File: src/rtl/count_monitor.sv
// Watches the output of a free-running 4-bit up-counter and flags sequence slips.
// Tracks mismatches and accepted 15->0 wraps in saturating statistics counters.
module count_monitor (
  input  logic       clk,
  input  logic       reset,
  input  logic       clr,
  input  logic       sample_en,
  input  logic [3:0] count_in,
  output logic       locked,
  output logic       err,
  output logic [3:0] expected,
  output logic [7:0] err_count,
  output logic [7:0] wrap_count
);

  typedef enum logic [1:0] {
    IDLE   = 2'd0,
    LOCKED = 2'd1,
    SLIP   = 2'd2
  } state_t;

  state_t     state_q, state_d;
  logic       locked_q, locked_d;
  logic       err_q, err_d;
  logic [3:0] expected_q, expected_d;
  logic [7:0] err_count_q, err_count_d;
  logic [7:0] wrap_count_q, wrap_count_d;
  logic [1:0] good_run_q, good_run_d;

  logic       match;
  logic [7:0] err_count_inc;
  logic [7:0] wrap_count_inc;

  assign match          = (count_in == expected_q);
  assign err_count_inc  = (err_count_q  == 8'hFF) ? err_count_q  : err_count_q  + 8'd1;
  assign wrap_count_inc = (wrap_count_q == 8'hFF) ? wrap_count_q : wrap_count_q + 8'd1;

  always_ff @(posedge clk or posedge reset) begin
    if (reset) begin
      state_q      <= IDLE;
      locked_q     <= 1'b0;
      err_q        <= 1'b0;
      expected_q   <= 4'h0;
      err_count_q  <= 8'h00;
      wrap_count_q <= 8'h00;
      good_run_q   <= 2'd0;
    end else begin
      state_q      <= state_d;
      locked_q     <= locked_d;
      err_q        <= err_d;
      expected_q   <= expected_d;
      err_count_q  <= err_count_d;
      wrap_count_q <= wrap_count_d;
      good_run_q   <= good_run_d;
    end
  end

  // err is a pulse, so it defaults low every cycle; everything else holds.
  always_comb begin
    state_d      = state_q;
    err_d        = 1'b0;
    expected_d   = expected_q;
    err_count_d  = err_count_q;
    wrap_count_d = wrap_count_q;
    good_run_d   = good_run_q;

    if (clr) begin
      state_d      = IDLE;
      expected_d   = 4'h0;
      err_count_d  = 8'h00;
      wrap_count_d = 8'h00;
      good_run_d   = 2'd0;
    end else if (sample_en) begin
      unique case (state_q)
        IDLE: begin
          expected_d = count_in + 4'd1;
          state_d    = LOCKED;
        end
        LOCKED: begin
          if (match) begin
            expected_d = expected_q + 4'd1;
            if (count_in == 4'hF) wrap_count_d = wrap_count_inc;
          end else begin
            err_d       = 1'b1;
            err_count_d = err_count_inc;
            expected_d  = count_in + 4'd1;
            good_run_d  = 2'd0;
            state_d     = SLIP;
          end
        end
        SLIP: begin
          if (match) begin
            expected_d = expected_q + 4'd1;
            if (count_in == 4'hF) wrap_count_d = wrap_count_inc;
            // One prior match plus this one makes two in a row: relock.
            if (good_run_q == 2'd1) begin
              good_run_d = 2'd0;
              state_d    = LOCKED;
            end else begin
              good_run_d = good_run_q + 2'd1;
            end
          end else begin
            err_d       = 1'b1;
            err_count_d = err_count_inc;
            expected_d  = count_in + 4'd1;
            good_run_d  = 2'd0;
          end
        end
        default: begin
          state_d = IDLE;
        end
      endcase
    end

    locked_d = (state_d == LOCKED);
  end

  assign locked     = locked_q;
  assign err        = err_q;
  assign expected   = expected_q;
  assign err_count  = err_count_q;
  assign wrap_count = wrap_count_q;

endmodule
File: config.mk
export PLATFORM = sky130hd
export DESIGN_NAME = count_monitor
export DESIGN_NICKNAME = d
export VERILOG_FILES = /design/src/rtl/count_monitor.sv
export SDC_FILE = /design/constraint.sdc
export NUM_CORES = 1
export LEC_CHECK = 0
export ABC_AREA = 1
export CAP_MARGIN = 20
export CORE_MARGIN = 1
export CORE_UTILIZATION = 48
export DETAILED_ROUTE_END_ITERATION = 7
export PLACE_DENSITY = 0.74
export SYNTH_ARGS = -nofsm -noshare
export SYNTH_HDL_FRONTEND = slang
export SYNTH_SLANG_ARGS = --single-unit
File: constraint.sdc
create_clock -name clk -period 3.1 [get_ports clk]
set_clock_uncertainty 0.2 [all_clocks]
set_input_delay 0.31 -clock clk [delete_from_list [all_inputs] [get_ports clk]]
set_output_delay 0.31 -clock clk [all_outputs]
set_load 0.005 [all_outputs]
==> impl_metrics.csv <==
group,metric,value,unit
outcome,status,"completed",
synth,synthCells,222,
timing,relSlewSlack,0.565,
worst_setup_path,setup.worst_path.class,"input port to flop",
grt,grt_pass1_wl,5900,µm
clock_network,cts_tree,"yes",
floorplan,pin_count,30,
timing,clock.fmax,452,MHz
synth,ys_ff_latch,26,
worst_setup_path,reg2reg_setup_slack,990,ps
worst_setup_path,setup.worst_path.start,"clr",
grt,grt_max_degree,27,
synth,yosysSeqAreaShare,0.397,
clock_network,cts_hold_buf,0,
clock_network,cts_resized,0,
timing,worst_pin_slew,645,ps
synth,synth.largest_area_cell,"dfrtp_1",
clock_network,post-cts-setup-buffers,0,
synth,mappedNetlistArea,0.00164,mm²
grt,track_usage,0.211,
clock_network,cts.clk_slew.worst_paths,140,ps
route,ant_nets,0,
synth,synth.area.top_cells,"dfrtp_1 (40%), nand2_1 (14%), inv_1 (7.6%), xor2_1 (5.9%), o21ai_0 (5.5%)",
grt,antenna_found_initial,0,
floorplan,row_count,20,
worst_setup_path,critPathArrivalTime,2270,ps
floorplan,die_y,60.4,µm
floorplan,core_area,0.00315,mm²
synth,syn_nets,237,
clock_network,clockBufferDepth,2,
power,power_density,337,mW/mm²
worst_setup_path,reg2reg_from,"state_q[0]",
worst_setup_path,cp-start-kind,"input port",
timing,finalCritPeriodShare,0.714,
clock_network,clock_latency,320,ps
clock_network,cts-root-buf,"clkbuf_4",
power,power.leakage,0.964,nW
worst_setup_path,crit_required,3150,ps
route,wl_per_cell,11.5,µm
floorplan,start_util,0.520,
finish,utilization,0.637,
route,vias,1504,
worst_setup_path,r2r_end,"expected[2]",
worst_setup_path,crit_fanout,15,
synth,yosysUniqueCellTypes,26,
worst_setup_path,endpoint,"expected[2]",
timing,finalHoldViolCount,0,
place,portBuffers,29,
finish,nets,270,
place,routabilityCongestion,0.799,
synth,synth_top_area_frac,0.397,
grt,grt_overflow,0,
place,place_area,0.00198,mm²
timing,fin_crit,2210,ps
route,drcViolationCount,0,
synth,avgSynthCellArea,7.38,µm²
timing,totalNegativeSetupSlack,0,ps
worst_setup_path,end_kind,"flop",
timing,rsz0062_at_grt,"false",
worst_hold_path,min_path_type,"input port to asynchronous set/reset pin",
worst_setup_path,rr_worst_depth,8,
timing,drv_slew,0,
place,dp_hpwl,2520,µm
finish,drive_above_1_share,0.0632,
power,peakVddDrop,196,µV
run,cap_violations,0,
floorplan,die_area,0.00365,mm²
synth,ys_warn_count,0,
route,dr.first_iter.drc_count,87,
finish,antennaDiodeCount,0,
timing,finalSetupViolations,0,
route,vias_per_cell,5.06,
grt,grt_pass1_vias,1387,
finish,final_area,0.00201,mm²
clock_network,cts_sinks,26,
clock_network,htree_levels,1,
route,dr.pass1.iters,4,
finish,syn_to_final_growth,22.4,%
route,drt_wl_total,3420,µm
floorplan,die_x,60.4,µm
clock_network,cts_buffers,3,
-- critical path, cell delays in order --
cell             delay, ps
clkdlybuf4s50_1        820
nor2_1                 150
o21ai_0                560
nand2_1                150
inv_1                  120
o211ai_1                90
o21ai_0                 70
-- where the power goes --
part | internal (mW) | leakage, nW | switching [mW]
Combinational | 0.0700 | 0.597 | 0.0827
Clock | 0.0455 | 0.0138 | 0.0973
Sequential | 0.357 | 0.353 | 0.0227
Total | 0.473 | 0.964 | 0.203
-- synth_stat cells (all sizes together) --
cell type  number
ha              7
nand3          15
nor3            4
o22ai           1
buf             1
nor2           21
dfrtp          26
inv            36
nand3b          3
o31ai           2
xor2           11
nand2          62
a21oi           6
o21ai          18
nor4            1
clkbuf          2
or2             1
a21boi          1
o211ai          1
nand4           3
-- sequential cells by signal, indices dropped and copies added (netlist names) --
signal and cells:
expected 4, err 1, wrap_count 8, locked 1, err_count 8, state_q 2, good_run_q 2
-- layer usage --
| layer | GRT usage | wire, µm | up-vias |
|---|---|---|---|
| met2 | 0.349 | 1640 | 27 |
| met3 | 0.0299 | 113 | 4 |
| li1 | - | - | 759 |
| met5 | 0 | 0 | - |
| met4 | 0.0682 | 30 | 0 |
| met1 | 0.285 | 1640 | 714 |
-- worst min path at each step --
stage / cells past startpoint / slack (ps) / start / end
floorplan: 1 / 150 / reset / err
global placement: 2 / 250 / good_run_q[1] / good_run_q[1]
detailed placement: 2 / 270 / good_run_q[1] / good_run_q[1]
CTS: 3 / 130 / reset / expected[2]
global route: 3 / 140 / reset / wrap_count[7]
finish: 3 / 120 / reset / expected[2]
-- cells by family after synthesis --
family	Yosys count	synth area share
adders and majority gates	7	0.0534
and+or+nand+nor	110	0.304
buffers and inverters	39	0.0916
AOI/OAI and AO/OA	29	0.0954
DFF	26	0.397
xor gates and xnor gates	11	0.0588
-- area by class of cell --
| cell class | instances | area [µm²] |
|---|---|---|
| flip-flops and latches | 26 | 651 |
| inverters | 36 | 135 |
| fillers | 298 | 1150 |
| clock buffers | 3 | 22.5 |
| repair buffers | 31 | 305 |
| well taps | 44 | 55.1 |
| multi-input cells | 157 | 838 |
-- layout by cell type, fill, tap and decap left out, types with 2 or more instances in the layout --
| cell | count |
|---|---|
| o21ai_0 | 18 |
| nand3_1 | 14 |
| nand3b_1 | 3 |
| nor2_2 | 2 |
| nor2_1 | 18 |
| nand4_1 | 3 |
| nor3_1 | 4 |
| dfrtp_1 | 26 |
| inv_1 | 33 |
| clkdlybuf4s50_1 | 29 |
| a21oi_1 | 6 |
| nand2_1 | 59 |
| inv_2 | 3 |
| nand2_2 | 2 |
| xor2_1 | 11 |
| buf_4 | 2 |
| o31ai_1 | 2 |
| clkbuf_4 | 3 |
| ha_1 | 7 |
-- per-stage QoR --
step	std cells	hold WS [ps]	total power, mW	setup slack [ps]
3_3_place_gp	294	253	0.538	537
5_1_grt	297	145	0.720	753
6_report	297	119	0.675	887
3_5_place_dp	294	270	0.538	574
2_1_floorplan	222	150	0.471	1320
4_1_cts	297	131	0.681	916
Power figures use the tool's default switching activity.
